## src/rtl/row_hit_arbiter_if.sv

```systemverilog
// Shared types and the bus interface for the row-hit request arbiter.
// The package carries the packet/command encodings used by both the
// arbiter and whoever drives it; the interface bundles every non-clock
// signal of the arbiter into master (requester side) and slave (arbiter).

package row_hit_arbiter_pkg;

  localparam int BK_ADDR_WIDTH  = 3;
  localparam int ROW_ADDR_WIDTH = 12;
  localparam int COL_ADDR_WIDTH = 10;
  localparam int TAG_WIDTH      = 6;
  localparam int NUM_BANKS      = 1 << BK_ADDR_WIDTH;

  // Commands broadcast by the bank arbiter; only ACT/PREPB/PREAB touch
  // the open-row table, the rest are observed and ignored.
  typedef enum logic [2:0] {
    CMD_NOP   = 3'd0,
    CMD_ACT   = 3'd1,
    CMD_RD    = 3'd2,
    CMD_WR    = 3'd3,
    CMD_PREPB = 3'd4,
    CMD_PREAB = 3'd5,
    CMD_REF   = 3'd6
  } cmd_t;

  // Request metadata carried through the queue unchanged.
  typedef struct packed {
    logic                      is_wr;
    logic [TAG_WIDTH-1:0]      tag;
    logic [BK_ADDR_WIDTH-1:0]  bk_addr;
    logic [ROW_ADDR_WIDTH-1:0] row_addr;
    logic [COL_ADDR_WIDTH-1:0] col_addr;
  } pkt_meta_t;

endpackage

interface row_hit_arbiter_if #(
  parameter int DEPTH = 8
);
  import row_hit_arbiter_pkg::*;

  logic                              flush;
  pkt_meta_t                         in_pkt;
  logic                              in_pkt_valid;
  logic                              in_pkt_ready;
  pkt_meta_t                         rowarb_pkt;
  logic                              rowarb_pkt_req;
  logic                              bke_pkt_ack;
  cmd_t                              bkarb_cmd;
  logic [BK_ADDR_WIDTH-1:0]          bkarb_cmd_bk;
  logic [ROW_ADDR_WIDTH-1:0]         bkarb_cmd_row;
  logic                              bkarb_cmd_valid;
  logic [$clog2(DEPTH):0]            q_count;

  modport master (
    output flush, in_pkt, in_pkt_valid, bke_pkt_ack,
           bkarb_cmd, bkarb_cmd_bk, bkarb_cmd_row, bkarb_cmd_valid,
    input  in_pkt_ready, rowarb_pkt, rowarb_pkt_req, q_count
  );

  modport slave (
    input  flush, in_pkt, in_pkt_valid, bke_pkt_ack,
           bkarb_cmd, bkarb_cmd_bk, bkarb_cmd_row, bkarb_cmd_valid,
    output in_pkt_ready, rowarb_pkt, rowarb_pkt_req, q_count
  );

endinterface

```

## src/rtl/row_hit_arbiter.sv

```systemverilog
// Row-hit-first request arbiter.
// Requests sit in an age-ordered queue (slot 0 oldest). When the output
// register is free, the oldest request that hits an open row is promoted
// ahead of older misses, but the oldest entry may only be bypassed
// STARVE_MAX times in a row. Flush stops intake and drains strictly in age
// order. The open-row table tracks ACT/PRE broadcasts from the bank arbiter.

module row_hit_arbiter
  import row_hit_arbiter_pkg::*;
#(
  parameter int DEPTH      = 8,
  parameter int STARVE_MAX = 4
) (
  input logic              clk,
  input logic              rst,
  row_hit_arbiter_if.slave bus
);

  localparam int CNT_W = $clog2(DEPTH) + 1;
  localparam int IDX_W = $clog2(DEPTH);
  localparam int BYP_W = 4;
  localparam logic [CNT_W-1:0] DEPTH_CNT  = CNT_W'(DEPTH);
  localparam logic [BYP_W-1:0] STARVE_LIM = BYP_W'(STARVE_MAX);

  // Queue storage and occupancy
  pkt_meta_t                 queue     [DEPTH];
  logic [CNT_W-1:0]          count;

  // Output stage and starvation tracking
  pkt_meta_t                 out_pkt;
  logic                      out_req;
  logic [BYP_W-1:0]          bypass_cnt;

  // Open-row table, one entry per bank
  logic [NUM_BANKS-1:0]      row_open;
  logic [ROW_ADDR_WIDTH-1:0] open_row  [NUM_BANKS];

  // Combinational decisions for the coming edge
  logic                      ready;
  logic                      push;
  logic                      load;
  logic                      starving;
  logic                      any_hit;
  logic [DEPTH-1:0]          hit_vec;
  logic [IDX_W-1:0]          hit_idx;
  logic [IDX_W-1:0]          sel_idx;
  logic [CNT_W-1:0]          wr_pos;
  logic [CNT_W-1:0]          count_nxt;
  pkt_meta_t                 queue_nxt [DEPTH];

  // Intake is judged on the pre-edge count, so a push never lands on a
  // full queue even when a removal happens in the same edge.
  assign ready    = (count < DEPTH_CNT) && !bus.flush;
  assign push     = bus.in_pkt_valid && ready;
  assign load     = (!out_req || bus.bke_pkt_ack) && (count != {CNT_W{1'b0}});
  assign starving = (bypass_cnt == STARVE_LIM);

  assign bus.in_pkt_ready   = ready;
  assign bus.rowarb_pkt     = out_pkt;
  assign bus.rowarb_pkt_req = out_req;
  assign bus.q_count        = count;

  // Mark each occupied slot whose bank currently has its row open
  always_comb begin
    for (int i = 0; i < DEPTH; i++) begin
      if (CNT_W'(i) < count) begin
        hit_vec[i] = row_open[queue[i].bk_addr] &&
                     (open_row[queue[i].bk_addr] == queue[i].row_addr);
      end else begin
        hit_vec[i] = 1'b0;
      end
    end
  end

  // Find the oldest (lowest-index) hitting slot
  always_comb begin
    hit_idx = {IDX_W{1'b0}};
    any_hit = 1'b0;
    for (int i = DEPTH - 1; i >= 0; i--) begin
      hit_idx = hit_vec[i] ? IDX_W'(i) : hit_idx;
      any_hit = any_hit | hit_vec[i];
    end
  end

  // Pick the slot to promote: flush and starvation force the oldest entry
  always_comb begin
    if (bus.flush || starving || !any_hit) begin
      sel_idx = {IDX_W{1'b0}};
    end else begin
      sel_idx = hit_idx;
    end
  end

  // Next queue image: compact over the removed slot, then append at the tail
  always_comb begin
    wr_pos = count - {{(CNT_W-1){1'b0}}, load};
    for (int i = 0; i < DEPTH; i++) begin
      if (load && (IDX_W'(i) >= sel_idx) && (i != DEPTH - 1)) begin
        queue_nxt[i] = queue[(i + 1) % DEPTH];
      end else begin
        queue_nxt[i] = queue[i];
      end
      if (push && (CNT_W'(i) == wr_pos)) begin
        queue_nxt[i] = bus.in_pkt;
      end else begin
        queue_nxt[i] = queue_nxt[i];
      end
    end
  end

  // Occupancy after this edge's push and removal
  always_comb begin
    case ({push, load})
      2'b10:   count_nxt = count + {{(CNT_W-1){1'b0}}, 1'b1};
      2'b01:   count_nxt = count - {{(CNT_W-1){1'b0}}, 1'b1};
      default: count_nxt = count;
    endcase
  end

  // Queue contents and occupancy registers
  always_ff @(posedge clk or posedge rst) begin
    if (rst) begin
      for (int i = 0; i < DEPTH; i++) begin
        queue[i] <= '0;
      end
      count <= {CNT_W{1'b0}};
    end else begin
      for (int i = 0; i < DEPTH; i++) begin
        queue[i] <= queue_nxt[i];
      end
      count <= count_nxt;
    end
  end

  // Output register and bypass counter; the presented packet only changes on a load
  always_ff @(posedge clk or posedge rst) begin
    if (rst) begin
      out_pkt    <= '0;
      out_req    <= 1'b0;
      bypass_cnt <= {BYP_W{1'b0}};
    end else if (load) begin
      out_pkt <= queue[sel_idx];
      out_req <= 1'b1;
      if (sel_idx != {IDX_W{1'b0}}) begin
        bypass_cnt <= starving ? bypass_cnt : bypass_cnt + 4'd1;
      end else begin
        bypass_cnt <= {BYP_W{1'b0}};
      end
    end else if (out_req && bus.bke_pkt_ack) begin
      // Taken with nothing behind it: withdraw, leave the stale packet
      out_req <= 1'b0;
    end else begin
      out_req <= out_req;
    end
  end

  // Track open rows from the bank arbiter's broadcast commands
  always_ff @(posedge clk or posedge rst) begin
    if (rst) begin
      row_open <= {NUM_BANKS{1'b0}};
      for (int b = 0; b < NUM_BANKS; b++) begin
        open_row[b] <= {ROW_ADDR_WIDTH{1'b0}};
      end
    end else if (bus.bkarb_cmd_valid) begin
      case (bus.bkarb_cmd)
        CMD_ACT: begin
          row_open[bus.bkarb_cmd_bk] <= 1'b1;
          open_row[bus.bkarb_cmd_bk] <= bus.bkarb_cmd_row;
        end
        CMD_PREPB: row_open[bus.bkarb_cmd_bk] <= 1'b0;
        CMD_PREAB: row_open <= {NUM_BANKS{1'b0}};
        default:   row_open <= row_open;
      endcase
    end else begin
      row_open <= row_open;
    end
  end

endmodule

```

## src/flat_wrapper.sv

```systemverilog
// flat-port wrapper written by rule: the top's interface ports become plain ports
module row_hit_arbiter_flat import row_hit_arbiter_pkg::*;
#(
  parameter int DEPTH      = 8,
  parameter int STARVE_MAX = 4
)
  (clk, rst, bus_flush, bus_in_pkt, bus_in_pkt_valid, bus_bke_pkt_ack, bus_bkarb_cmd, bus_bkarb_cmd_bk, bus_bkarb_cmd_row, bus_bkarb_cmd_valid, bus_in_pkt_ready, bus_rowarb_pkt, bus_rowarb_pkt_req, bus_q_count);
  row_hit_arbiter_if #(.DEPTH(DEPTH)) bus_i ();
  input logic clk;
  input logic rst;
  input wire logic [$bits(bus_i.flush)-1:0] bus_flush;
  input wire logic [$bits(bus_i.in_pkt)-1:0] bus_in_pkt;
  input wire logic [$bits(bus_i.in_pkt_valid)-1:0] bus_in_pkt_valid;
  input wire logic [$bits(bus_i.bke_pkt_ack)-1:0] bus_bke_pkt_ack;
  input wire logic [$bits(bus_i.bkarb_cmd)-1:0] bus_bkarb_cmd;
  input wire logic [$bits(bus_i.bkarb_cmd_bk)-1:0] bus_bkarb_cmd_bk;
  input wire logic [$bits(bus_i.bkarb_cmd_row)-1:0] bus_bkarb_cmd_row;
  input wire logic [$bits(bus_i.bkarb_cmd_valid)-1:0] bus_bkarb_cmd_valid;
  output wire logic [$bits(bus_i.in_pkt_ready)-1:0] bus_in_pkt_ready;
  output wire logic [$bits(bus_i.rowarb_pkt)-1:0] bus_rowarb_pkt;
  output wire logic [$bits(bus_i.rowarb_pkt_req)-1:0] bus_rowarb_pkt_req;
  output wire logic [$bits(bus_i.q_count)-1:0] bus_q_count;
  assign bus_i.flush = bus_flush;
  assign bus_i.in_pkt = bus_in_pkt;
  assign bus_i.in_pkt_valid = bus_in_pkt_valid;
  assign bus_i.bke_pkt_ack = bus_bke_pkt_ack;
  assign bus_i.bkarb_cmd = bus_bkarb_cmd;
  assign bus_i.bkarb_cmd_bk = bus_bkarb_cmd_bk;
  assign bus_i.bkarb_cmd_row = bus_bkarb_cmd_row;
  assign bus_i.bkarb_cmd_valid = bus_bkarb_cmd_valid;
  assign bus_in_pkt_ready = bus_i.in_pkt_ready;
  assign bus_rowarb_pkt = bus_i.rowarb_pkt;
  assign bus_rowarb_pkt_req = bus_i.rowarb_pkt_req;
  assign bus_q_count = bus_i.q_count;
  row_hit_arbiter #(.DEPTH(DEPTH), .STARVE_MAX(STARVE_MAX)) u_core (.clk(clk), .rst(rst), .bus(bus_i));
endmodule
```

## config.mk

```make
export PLATFORM = sky130hd
export DESIGN_NAME = row_hit_arbiter_flat
export DESIGN_NICKNAME = d
export VERILOG_FILES = /design/src/rtl/row_hit_arbiter_if.sv /design/src/rtl/row_hit_arbiter.sv /design/src/flat_wrapper.sv
export SDC_FILE = /design/constraint.sdc
export NUM_CORES = 1
export LEC_CHECK = 0
export ABC_CLOCK_PERIOD_IN_PS = 20300
export CAP_MARGIN = 20
export CORE_UTILIZATION = 40
export DETAILED_ROUTE_END_ITERATION = 12
export PLACE_DENSITY = 0.61
export SETUP_SLACK_MARGIN = 0.5
export SYNTH_ARGS = -nofsm -noshare
export SYNTH_HDL_FRONTEND = slang
export SYNTH_SLANG_ARGS = --single-unit
```

## constraint.sdc

```tcl
create_clock -name clk -period 20.3 [get_ports clk]
set_input_delay 3.045 -clock clk [delete_from_list [all_inputs] [get_ports clk]]
set_output_delay 3.045 -clock clk [all_outputs]
set_load 0.01 [all_outputs]
```

-- Yosys cells after proc, flatten, opt, wreduce, memory -nomap -nowiden
Index checks and enable logic that the tools add are counted.
- flip-flop bits (word level): 401
- output and inout bits: 38
- word-level logic and storage cells: 276
- add/subtract/negate cells: 4
- order comparisons: 37
- equality and inequality tests: 22
- multiplexer cells: 85
- bitwise operators: 20
- reduce and logical (&&, ||, !) cells: 51
- operator list (cell ; number):
    two-way mux 32 bit ; 16
    binary-select mux 12 bit (select 3 bit) ; 8
    two-way mux 12 bit ; 17
    binary-select mux 32 bit (select 3 bit) ; 1
    bitwise mux 96 bit ; 1
    == test 12 bit ; 8
    >= comparator 4 bit (second input constant) ; 10
    NOT 3 -> 4 bit ; 10
    demux 12 bit (select 3 bit) ; 1
    less-than comparator 3 x 4 -> 1 bit (second input constant) ; 9
    logical AND 1 bit ; 29
    two-way mux 3 bit ; 9
    binary-select mux 1 bit (select 3 bit) ; 8
    case mux 8 bit (3 select lines) ; 1
    two-way mux 1 bit ; 19
    nonzero test 2 bit ; 9
    == test 3 x 4 -> 1 bit (first input constant) ; 4
    less-than comparator 3 x 4 -> 1 bit (first input constant) ; 4
    >= comparator 3 bit (first input constant) ; 3
    adder 4 x 1 -> 4 bit (second input constant) ; 2
    bitwise AND 8 bit ; 1
    == test 2 x 4 -> 1 bit (first input constant) ; 2
    less-than comparator 1 x 4 -> 1 bit (first input constant) ; 2
    less-than comparator 2 x 4 -> 1 bit (first input constant) ; 2
    26 further kinds ; 43

-- Logic depth before layout (Yosys ltp)
Gate-level depths: netlist of run 1.
- word-level depth: 21
- mapped depth: 18
- gate-level depth less buffers: 14

-- Worst setup path after synthesis of run 1
OpenSTA, ideal clock, no wires.
- path kind: input to output
- start point: input port bus_flush
- end point: output port bus_in_pkt_ready
- arrival: 3262 ps
- data required time: 17255 ps
- path slack: 13993 ps
- cell stages on the path: 1
- buffers on the path: 0
- cells stage by stage: nor2_1
- cells in the longest elaborated chain, start to end: 2
- ends and longest elaborated chain (what ; RTL line ; RTL):
    start: declaration ; flat_wrapper.sv:11 ; input wire logic [$bits(bus_i.flush)-1:0] bus_flush;
    zero test 1 bit ; row_hit_arbiter.sv:53 ; assign ready = (count < DEPTH_CNT) && !bus.flush;
    logical AND 1 bit ; row_hit_arbiter.sv:53 ;
    end: declaration ; flat_wrapper.sv:19 ; output wire logic [$bits(bus_i.in_pkt_ready)-1:0] bus_in_pkt_ready;
No other way between the ends.

-- Worst setup path in the final report of run 1
Same ends and word-level chain as after synthesis.

==> Implementation_results.wiki, run 1 <==
{| class="wikitable"
! Metric !! Value
|-
| Final hold slack || 0.514 ns
|-
| Final clock period utilization by the worst path || 36.0%
|-
| Total number of vias || 22,500
|-
| Fmax || 137 MHz
|-
| Part of the total power dissipated in the clock network || 21.6%
|-
| Floorplan row count || 97
|-
| DP HPWL || 68,000 um
|-
| Root buf cell || sky130_fd_sc_hd__clkbuf_16
|-
| Transition time at the pin with the least slew margin || 1.19 ns
|-
| Initial DRC count || 2,335
|-
| Clock Path Buffers || 3
|-
| Sequential fraction of the synthesis area || 35.4%
|-
| Top area cells in the synthesized netlist || sky130_fd_sc_hd__dfrtp_1 35%, sky130_fd_sc_hd__mux2i_1 14%, sky130_fd_sc_hd__mux4_2 11%
|-
| Cell Int Power || 2.51 mW
|-
| Data arrival time of the critical path || 4.27 ns
|-
| Most used standard cells in the synthesized netlist || 401 x sky130_fd_sc_hd__dfrtp_1, 382 x sky130_fd_sc_hd__mux2i_1, 282 x sky130_fd_sc_hd__nand2_1
|-
| Post CTS Setup Buffer Count || 0
|-
| Maximum Capacitance Violations || 0
|-
| Number of failing setup endpoints in the final timing report || 0
|-
| Number of gates given a new drive strength after cts || 0
|-
| Crit path required time || 17.26 ns
|-
| Share of flip-flops with an asynchronous set or reset || 100%
|-
| Count of buffers inserted at the top-level ports || 93
|-
| Num Clock Sinks || 401
|-
| Post-detailed-route wirelength per cell || 28.1 um
|-
| Net total in the final layout || 2,642
|-
| Pin count of the biggest net entering global routing || 169
|-
| LEAKAGE || 13.2 nW
|-
| Final core utilization || 45.2%
|-
| Total placed instance area || 29,900 um2
|-
| Clock latency on the worst-skew pair || 0.63 ns
|-
| Maximum fanout count along the critical path || 3
|-
| Minimum setup slack in the final design || 12.99 ns
|-
| Power share of the sequential group || 32.0%
|-
| GR Util All Layers || 27.7%
|-
| Final wirelength || 99,900 um
|-
| RSZ-0062 raised after global routing || no
|-
| Count of unresolved DRC violations after routing || 0
|-
| Nature of the critical path startpoint || input port
|-
| Core area || 70,000 um2
|-
| Average footprint of a synthesized cell || 11.0 um2
|-
| Antenna Diode Count || 0
|-
| Logic pwr share || 46.4%
|-
| Pre-Repair DR Iteration Count || 8
|-
| Yosys reg bits || 401
|-
| Total net switching power || 1.83 mW
|-
| Ratio of total power to cell area || 137 nW/um2
|-
| TritonCTS buffer count || 48
|-
| Register clock-pin slew on the reported worst setup and hold paths || 0.06 ns
|-
| Summed negative setup slack over all endpoints || 0 ns
|-
| Worst Setup Slack post-DPL || 13.00 ns
|-
| Cell taking the most area after synthesis || sky130_fd_sc_hd__dfrtp_1
|-
| Synthesis Warnings || 0
|-
| Worst slew margin || 20.7%
|-
| Mapped Nets || 2,642
|-
| VDD IR-drop max || 91.4 uV
|-
| Outcome || completed
|-
| Post-CTS Hold Fix Bufs || 0
|-
| H-tree level count || 2
|-
| Gate count after technology mapping || 2,577
|-
| Nature of the critical path endpoint || output port
|-
| First-pass GRT wire length || 147,000 um
|-
| Clock Skew || 0.0266 ns
|-
| Final ANT Viol Nets || 0
|-
| Post-Layout Inst Area || 31,600 um2
|-
| Main flop type after synthesis || sky130_fd_sc_hd__dfrtp_1
|-
| Number of antenna violations at the first check in global routing || 3
|-
| Vias in the first global route || 21,900
|-
| Final weighted congestion of routability-driven global placement || 1.01
|-
| Number of enable-type register cells in the synthesized netlist || 0
|-
| Type of the tightest min-delay check || flop to flop
|-
| Die area || 71,800 um2
|-
| Total count of max-transition violations in the final report || 0
|-
| Critical path start-end classification || input port to output port
|-
| Most instantiated library cell after synthesis || sky130_fd_sc_hd__dfrtp_1
|-
| Die Y-Extent || 268 um
|-
| Residual overflow from global routing || 0
|-
| Clock tree from TritonCTS || built
|-
| Minimum clock period after layout || 7.31 ns
|-
| Share of final-layout standard cells stronger than drive strength 1 || 23.1%
|-
| Area of the mapped netlist || 28,300 um2
|-
| Area growth from synthesis to layout || 11.7%
|-
| Number of different library cells in the post-synthesis netlist || 85
|-
| Area fraction of the dominant cell type after synthesis || 35.4%
|-
| Fraction of power spent switching nets || 42.2%
|-
| Average vias per placed instance || 6.32
|-
| Die outline width || 268 um
|-
| Initial Utilization || 40.4%
|-
| Total count of hold-check failures in the final report || 0
|-
| Number of primary I/O pins || 94
|}
[power groups by stage]
stage	logic, mW	registers, mW	clock network, mW
finish	2.01	1.39	0.936
global route	2.13	1.41	0.984
CTS	1.99	1.37	0.950
detailed placement	1.98	1.38	0
global placement	1.94	1.37	0
floorplan	1.45	1.24	0
[cells by family after synthesis]
group | after synthesis | synth area share (%)
compound gates | 393 | 9.02
flops | 401 | 35.4
mux | 832 | 37.4
fa+ha+maj | 9 | 0.398
buf+inv | 206 | 3.84
xor+xnor | 86 | 2.66
simple gates | 650 | 11.3
[worst max-delay path, stage by stage]
cell and delay, ns:
sky130_fd_sc_hd__clkdlybuf4s50_1 0.44, sky130_fd_sc_hd__nor2_1 0.20, sky130_fd_sc_hd__clkdlybuf4s50_1 0.59
[stage by stage]
step / power [mW] / instances
2_1_floorplan: 2.69 / 2577
5_1_grt: 4.52 / 3556
6_report: 4.34 / 3556
4_1_cts: 4.31 / 3556
3_5_place_dp: 3.36 / 3467
3_3_place_gp: 3.31 / 3466
[final cells by class]
cell class | instances | area [um2]
Clock buffer | 70 | 1430
Clock inverter | 19 | 304
Fill cell | 6387 | 38400
Inverter | 12 | 52.6
Multi-Input combinational cell | 1970 | 17300
Sequential cell | 401 | 10000
Tap cell | 940 | 1180
Timing Repair Buffer | 144 | 1330
[final timing paths]
kind / from / to / slack [ns] / cells after the start
worst max-delay path: bus_flush / bus_in_pkt_ready / 12.99 / 3
worst min-delay path: u_core.queue[161] / u_core.queue[161] / 0.51 / 1
worst max register to register: u_core.queue[183] / u_core.queue[224] / 13.95 / 14
worst min register to register: u_core.queue[161] / u_core.queue[161] / 0.51 / 1
max in group asynchronous: rst / u_core.queue[118] / 15.05 / 4
min in group asynchronous: rst / u_core.bus.q_count[0] / 2.91 / 2
[per-layer routing]
metal	part of all wire [%]	global-route usage, %	wire length [um]	vias to the layer above
met2	44	41.8	44200	1079
met3	9.3	6.54	9280	217
li1	-	-	-	9646
met4	4.0	10.4	3960	6
met5	0.035	0	35	-
met1	42	38.4	42400	11500
[sequential cells by signal, indices dropped and copies added, names as in the netlist]
signal                     cells
u_core.bus.rowarb_pkt_req      1
u_core.row_open                8
u_core.bus.rowarb_pkt         32
u_core.bypass_cnt              4
u_core.open_row               96
u_core.queue                 256
u_core.bus.q_count             4
[layout by cell type (no fill, tap or decap), types with 8 or more instances in the layout]
cell,count
sky130_fd_sc_hd__mux2_1,30
sky130_fd_sc_hd__nor3_1,41
sky130_fd_sc_hd__a211o_1,29
sky130_fd_sc_hd__xor2_1,48
sky130_fd_sc_hd__mux2_2,251
sky130_fd_sc_hd__nor2b_1,24
sky130_fd_sc_hd__nor2_1,71
sky130_fd_sc_hd__a22o_1,17
sky130_fd_sc_hd__mux4_2,140
sky130_fd_sc_hd__o22ai_1,33
sky130_fd_sc_hd__ha_1,9
sky130_fd_sc_hd__nand2_1,277
sky130_fd_sc_hd__xnor2_1,38
sky130_fd_sc_hd__clkbuf_16,48
sky130_fd_sc_hd__nand3_1,71
sky130_fd_sc_hd__mux2i_1,382
sky130_fd_sc_hd__o211ai_1,22
sky130_fd_sc_hd__o21ai_1,64
sky130_fd_sc_hd__nand2b_1,12
sky130_fd_sc_hd__clkdlybuf4s50_1,93
sky130_fd_sc_hd__clkbuf_8,15
sky130_fd_sc_hd__and2_1,30
sky130_fd_sc_hd__or3_1,29
sky130_fd_sc_hd__o21ai_0,117
sky130_fd_sc_hd__nand4_1,14
sky130_fd_sc_hd__mux2_4,29
sky130_fd_sc_hd__clkinv_2,8
sky130_fd_sc_hd__dfrtp_1,396
sky130_fd_sc_hd__a211oi_1,33
sky130_fd_sc_hd__a22oi_1,14
sky130_fd_sc_hd__inv_1,10
sky130_fd_sc_hd__a21oi_1,15
sky130_fd_sc_hd__buf_4,49
(Power assumes the default switching activity.)
==> run 2, diff against run 1 <==
- ABC_CLOCK_PERIOD_IN_PS: 20300 -> 7600
- clock period: 20.3 -> 7.6 ns (I/O delays scaled with it)
==> run 2 against run 1 <==
Against the previous run:
- clock skew rose by 0.015 ns
- power grew to 2.7 times the previous value
- design area up 0.36%
- sequential power rose to 2.9 times the previous value
- setup slack worse by 12 ns
- via count up 2.2%
- sequential cell count unchanged
- final cell count rose by 0.37%
- utilization rose by 0.16 points
- non-clock buffer count rose by 15
- routed wire length increased by 7.4%
- critical path type is now flop to flop
- largest cell class unchanged
==> Implementation_results.wiki, run 2 (synthesis gave the netlist of run 1 again) <==
{| class="wikitable"
! Metric !! Value
|-
| Wire length on met2 || 48,400 um
|-
| Count of buffers inserted at the top-level ports || 93
|-
| Worst Setup Slack post-DPL || 1.56 ns
|-
| Total count of max-transition violations in the final report || 0
|-
| Part of the total power dissipated in the clock network || 20.6%
|-
| Share of final-layout standard cells stronger than drive strength 1 || 23.1%
|-
| Met3 layer wire length in the routed design || 10,300 um
|-
| Met1 layer wirelength in the final routing || 44,800 um
|-
| Residual overflow from global routing || 0
|-
| Final hold slack || 0.517 ns
|-
| Die outline width || 268 um
|-
| Nature of the critical path startpoint || flop
|-
| First-pass GRT wire length || 157,000 um
|-
| PnR Total Power || 11.7 mW
|-
| Power share of the sequential group || 34.2%
|-
| Fraction of power spent switching nets || 43.1%
|-
| Number of primary I/O pins || 94
|-
| Worst slew margin || 18.8%
|-
| Area growth from synthesis to layout || 12.1%
|-
| Pin count of the biggest net entering global routing || 141
|-
| Post-detailed-route wirelength per cell || 30.1 um
|-
| Minimum setup slack in the final design || 1.39 ns
|-
| LEAKAGE || 13.3 nW
|-
| Final wirelength || 107,000 um
|-
| VDD IR-drop max || 175 uV
|-
| Register clock-pin slew on the reported worst setup and hold paths || 0.06 ns
|-
| Minimum clock period after layout || 6.21 ns
|-
| Clock latency on the worst-skew pair || 0.64 ns
|-
| Largest register by flop count || u_core.queue
|-
| Cell Int Power || 6.66 mW
|-
| Crit path required time || 8.07 ns
|-
| Final ANT Viol Nets || 0
|-
| H-tree level count || 2
|-
| Count of unresolved DRC violations after routing || 0
|-
| Clock Path Buffers || 3
|-
| Most common cell after layout, fill and taps aside || sky130_fd_sc_hd__dfrtp_1
|-
| Data arrival time of the critical path || 6.68 ns
|-
| Net total in the final layout || 2,657
|-
| Initial DRC count || 2,532
|-
| Maximum Capacitance Violations || 0
|-
| Top sig layer || met5
|-
| Root buf cell || sky130_fd_sc_hd__clkbuf_16
|-
| Summed negative setup slack over all endpoints || 0 ns
|-
| TritonCTS buffer count || 48
|-
| Vias in the first global route || 22,400
|-
| Logic pwr share || 45.2%
|-
| Maximum fanout count along the critical path || 33
|-
| Final weighted congestion of routability-driven global placement || 1.03
|-
| Floorplan row count || 97
|-
| Pre-Repair DR Iteration Count || 5
|-
| Critical path start-end classification || flop to flop
|-
| Core area || 70,000 um2
|-
| Worst hold stages || 1
|-
| Num Clock Sinks || 401
|-
| Total net switching power || 5.05 mW
|-
| Ratio of total power to cell area || 369 nW/um2
|-
| Outcome || completed
|-
| Fmax || 161 MHz
|-
| Post-CTS Hold Fix Bufs || 0
|-
| Number of cell instances on the worst register-to-register path || 12
|-
| GR Util All Layers || 29.8%
|-
| Commonest cells after routing, fill and taps aside || 398 x sky130_fd_sc_hd__dfrtp_1, 382 x sky130_fd_sc_hd__mux2i_1, 277 x sky130_fd_sc_hd__nand2_1
|-
| Die Y-Extent || 268 um
|-
| Nature of the critical path endpoint || flop
|-
| Clock Skew || 0.0419 ns
|-
| RSZ-0062 raised after global routing || no
|-
| Average vias per placed instance || 6.43
|-
| Final clock period utilization by the worst path || 81.7%
|-
| Number of gates given a new drive strength after cts || 0
|-
| Clock tree from TritonCTS || built
|-
| Die area || 71,800 um2
|-
| DP HPWL || 75,800 um
|-
| Number of flip-flops in the largest register || 256
|-
| Transition time at the pin with the least slew margin || 1.22 ns
|-
| Type of the tightest min-delay check || flop to flop
|-
| Initial Utilization || 40.4%
|-
| Total count of hold-check failures in the final report || 0
|-
| Total number of vias || 23,000
|-
| Number of failing setup endpoints in the final timing report || 0
|-
| Post CTS Setup Buffer Count || 0
|-
| Number of antenna violations at the first check in global routing || 3
|}
## run 2: changes by cell type in the layout (fill, tap and decap cells not counted), sizes merged
cell / delta
clkinv: -4
bufinv: -1
diode: +1
clkbuf: +2
buf: +15
## run 2: metal layers
metal,vias up,GRT usage (%)
met3,256,6.46
met2,1257,46.6
li1,9681,-
met1,11800,41.2
met5,-,0
met4,4,9.36
## run 2: worst max-delay path: stages, from the launching register on
cell	delay, ns
sky130_fd_sc_hd__dfrtp_1	1.01
sky130_fd_sc_hd__mux4_2	0.60
sky130_fd_sc_hd__mux2i_1	0.50
sky130_fd_sc_hd__xor2_1	0.36
sky130_fd_sc_hd__nand4b_1	0.27
sky130_fd_sc_hd__nor4_2	0.63
sky130_fd_sc_hd__nor3_1	0.13
sky130_fd_sc_hd__o21ai_0	0.32
sky130_fd_sc_hd__and2_4	0.54
sky130_fd_sc_hd__and3_2	0.98
sky130_fd_sc_hd__buf_4	0.37
sky130_fd_sc_hd__mux2i_1	0.22
sky130_fd_sc_hd__o21ai_1	0.08
## run 2: final cells by class
type                       instances  area [um2]
clock inverter                    14         255
clock buffer                      72        1390
fill                            6469       38300
timing repair buffer             159        1530
sequential                       401       10000
antenna                            1        2.50
tap                              940        1180
inverter                          12        48.8
multi-input combinational       1970       17300
## run 2: final timing paths
check	slack [ns]	startpoint	end
worst max-delay path	1.39	u_core.queue[182]	u_core.queue[251]
worst min-delay path	0.52	u_core.queue[190]	u_core.queue[190]
worst max register to register	1.39	u_core.queue[182]	u_core.queue[251]
worst min register to register	0.52	u_core.queue[190]	u_core.queue[190]
max in group asynchronous	5.20	rst	u_core.queue[87]
min in group asynchronous	1.02	rst	u_core.queue[174]
## run 2: stage by stage
step	std cells	area (um2)	util (%)
2_1_floorplan	2577	28300	-
3_3_place_gp	3477	30000	42.8
3_5_place_dp	3480	30100	42.9
4_1_cts	3566	31700	45.3
5_1_grt	3568	31700	45.3
6_report	3569	31700	45.3
## run 2: power groups by stage
stage | Clock, mW | Sequential [mW] | Combinational (mW)
after global routing | 2.54 | 4.05 | 5.60
after global placement | 0 | 3.95 | 5.08
after floorplan | 0 | 3.31 | 3.88
final | 2.42 | 4.00 | 5.29
after detailed placement | 0 | 3.98 | 5.17
after CTS | 2.45 | 3.95 | 5.19
==> run 3, diff against run 2 <==
- ABC_CLOCK_PERIOD_IN_PS: 7600 -> 5350
- PLACE_DENSITY: 0.61 -> 0.63
- clock period: 7.6 -> 5.35 ns (I/O delays scaled with it)
==> run 3 against run 2 <==
Against the previous run:
- power increased by 42%
- non-clock buffer count grew 42
- combinational power up 48%
- design area up 1.5%
- highest routed layer is now met4
- routed wire length shrank 0.89%
- clock power increased by 32%
- setup slack got worse by 0.85 ns
- sequential share of layout area shrank 0.45 points
- count of clock-buffer cells in the layout is 4 lower
- sequential cell count stayed put
==> Implementation_results.wiki, run 3 (synthesis gave the netlist of run 1 again) <==
{| class="wikitable"
! Metric !! Value
|-
| Total placed instance area || 30,600 um2
|-
| Area growth from synthesis to layout || 13.8%
|-
| Launch instance of the worst register-to-register path || u_core.queue[55]
|-
| Number of cell instances on the worst register-to-register path || 13
|-
| Count of unresolved DRC violations after routing || 0
|-
| Net total in the final layout || 2,697
|-
| Die area || 71,800 um2
|-
| Logic pwr share || 47.2%
|-
| Critical path start-end classification || flop to flop
|-
| Clock tree from TritonCTS || built
|-
| Area taken by multi-input logic gates || 17,300 um2
|-
| Total net switching power || 7.13 mW
|-
| Ratio of total power to cell area || 516 nW/um2
|-
| VDD IR-drop max || 293 uV
|-
| Transition time at the pin with the least slew margin || 1.15 ns
|-
| Clock Path Buffers || 3
|-
| Nature of the critical path startpoint || flop
|-
| LEAKAGE || 13.5 nW
|-
| Worst slew margin || 23.6%
|-
| Vias in the first global route || 22,900
|-
| Post-CTS Hold Fix Bufs || 0
|-
| First-pass GRT wire length || 155,000 um
|-
| Num Clock Sinks || 401
|-
| DP HPWL || 73,900 um
|-
| Capture point of the worst path || u_core.bus.rowarb_pkt[14]
|-
| Fmax || 208 MHz
|-
| Die Y-Extent || 268 um
|-
| Number of failing setup endpoints in the final timing report || 0
|-
| Maximum fanout count along the critical path || 22
|-
| Share of final-layout standard cells stronger than drive strength 1 || 24.5%
|-
| Register clock-pin slew on the reported worst setup and hold paths || 0.06 ns
|-
| Floorplan row count || 97
|-
| Total count of hold-check failures in the final report || 0
|-
| Final weighted congestion of routability-driven global placement || 1.05
|-
| Number of antenna violations at the first check in global routing || 2
|-
| Pin count of the biggest net entering global routing || 113
|-
| Maximum Capacitance Violations || 0
|-
| Final wirelength || 106,000 um
|-
| Minimum clock period after layout || 4.81 ns
|-
| Clock latency on the worst-skew pair || 0.62 ns
|-
| Fraction of power spent switching nets || 42.9%
|-
| Number of cells in the finished layout apart from fillers || 3,611
|-
| Root buf cell || sky130_fd_sc_hd__clkbuf_16
|-
| H-tree level count || 2
|-
| Pre-Repair DR Iteration Count || 6
|-
| Minimum setup slack in the final design || 0.540 ns
|-
| Data arrival time of the critical path || 5.29 ns
|-
| Average vias per placed instance || 6.42
|-
| Critical path origin || u_core.queue[55]
|-
| Number of flip-flops in the largest register || 256
|-
| Reg2Reg Capture Point || u_core.bus.rowarb_pkt[14]
|-
| Post-detailed-route wirelength per cell || 29.4 um
|-
| Final ANT Viol Nets || 0
|-
| Type of the tightest min-delay check || input port to async pin
|-
| RSZ-0062 raised after global routing || no
|-
| GR Util All Layers || 29.5%
|-
| Part of the total power dissipated in the clock network || 19.2%
|-
| Count of buffers inserted at the top-level ports || 93
|-
| PnR Total Power || 16.6 mW
|-
| Largest register by flop count || u_core.queue
|-
| Initial DRC count || 2,783
|-
| Total count of max-transition violations in the final report || 0
|-
| Post CTS Setup Buffer Count || 0
|-
| Cells after DPL || 3,523
|-
| TritonCTS buffer count || 46
|-
| Nature of the critical path endpoint || flop
|-
| Initial Utilization || 40.4%
|-
| Outcome || completed
|-
| Final clock period utilization by the worst path || 89.9%
|-
| Number of filler instances in the final layout || 6,377
|-
| Reg area || 10,000 um2
|-
| Residual overflow from global routing || 0
|-
| Most common cell after layout, fill and taps aside || sky130_fd_sc_hd__dfrtp_1
|-
| Number of gates given a new drive strength after cts || 2
|-
| Number of primary I/O pins || 94
|-
| Power share of the sequential group || 33.6%
|-
| Commonest cells after routing, fill and taps aside || 395 x sky130_fd_sc_hd__dfrtp_1, 382 x sky130_fd_sc_hd__mux2i_1, 277 x sky130_fd_sc_hd__nand2_1
|-
| Core area || 70,000 um2
|-
| Crit path required time || 5.83 ns
|-
| Clock Skew || 0.0312 ns
|-
| Worst reg2reg setup slack || 0.54 ns
|-
| Total number of vias || 23,200
|-
| Worst Setup Slack post-DPL || 0.472 ns
|-
| Die outline width || 268 um
|-
| Cell Int Power || 9.48 mW
|-
| Post-Layout Inst Area || 32,200 um2
|}
==> run 3: layout make-up <==
class                   count  area share (%)
repair buffers            201            6.57
multi-input cells        1970            53.7
clock buffers              68            4.11
clock inverters            16           0.606
inverters                  12           0.151
diodes                      3          0.0233
well taps                 940            3.65
flip-flops and latches    401            31.2
==> run 3: worst min-delay path by stage <==
stage	slack [ns]	cells after the start	from	endpoint
finish	0.44	2	rst	u_core.bus.q_count[3]
global route	0.45	2	rst	u_core.bus.q_count[3]
CTS	0.52	1	u_core.queue[185]	u_core.queue[185]
detailed placement	0.51	1	u_core.queue[185]	u_core.queue[185]
global placement	0.50	1	u_core.queue[185]	u_core.queue[185]
floorplan	0.48	1	u_core.queue[160]	u_core.queue[160]
==> run 3: power by group through the flow <==
| stage | logic [mW] | registers (mW) | clock network (mW) |
|---|---|---|---|
| floorplan | 5.51 | 4.70 | 0 |
| global placement | 7.51 | 5.48 | 0 |
| detailed placement | 7.66 | 5.53 | 0 |
| CTS | 7.69 | 5.50 | 3.24 |
| global route | 8.26 | 5.66 | 3.36 |
| finish | 7.84 | 5.59 | 3.19 |
==> run 3: routing by layer <==
metal / GRT usage (%) / vias up / part of all wire, %
met5: 0 / - / 0
met4: 13.6 / 0 / 5.0
met3: 6.23 / 281 / 9.6
met2: 45.9 / 1395 / 45
met1: 39.3 / 11800 / 40
li1: - / 9756 / -
==> run 3: through the flow <==
step / hold slack, ns / setup TNS (ns) / util [%]
floorplan: 0.480 / -341.75 / -
global placement: 0.499 / 0 / 43.8
detailed placement: 0.506 / 0 / 43.8
CTS: 0.520 / 0 / 45.9
global route: 0.448 / 0 / 46.0
finish: 0.442 / 0 / 46.0
==> run 3: critical path: stages (launching register included) <==
cell and delay, ns:
sky130_fd_sc_hd__dfrtp_2 0.81, sky130_fd_sc_hd__buf_4 0.42, sky130_fd_sc_hd__mux2i_1 0.14, sky130_fd_sc_hd__a22o_1 0.29, sky130_fd_sc_hd__o21ai_0 0.37, sky130_fd_sc_hd__nand4_1 0.15
sky130_fd_sc_hd__or4b_4 0.52, sky130_fd_sc_hd__nor3_4 0.35, sky130_fd_sc_hd__o211ai_2 0.14, sky130_fd_sc_hd__a21boi_4 0.30, sky130_fd_sc_hd__buf_4 0.30, sky130_fd_sc_hd__mux2_2 0.37
sky130_fd_sc_hd__a211oi_1 0.31, sky130_fd_sc_hd__o211ai_1 0.14
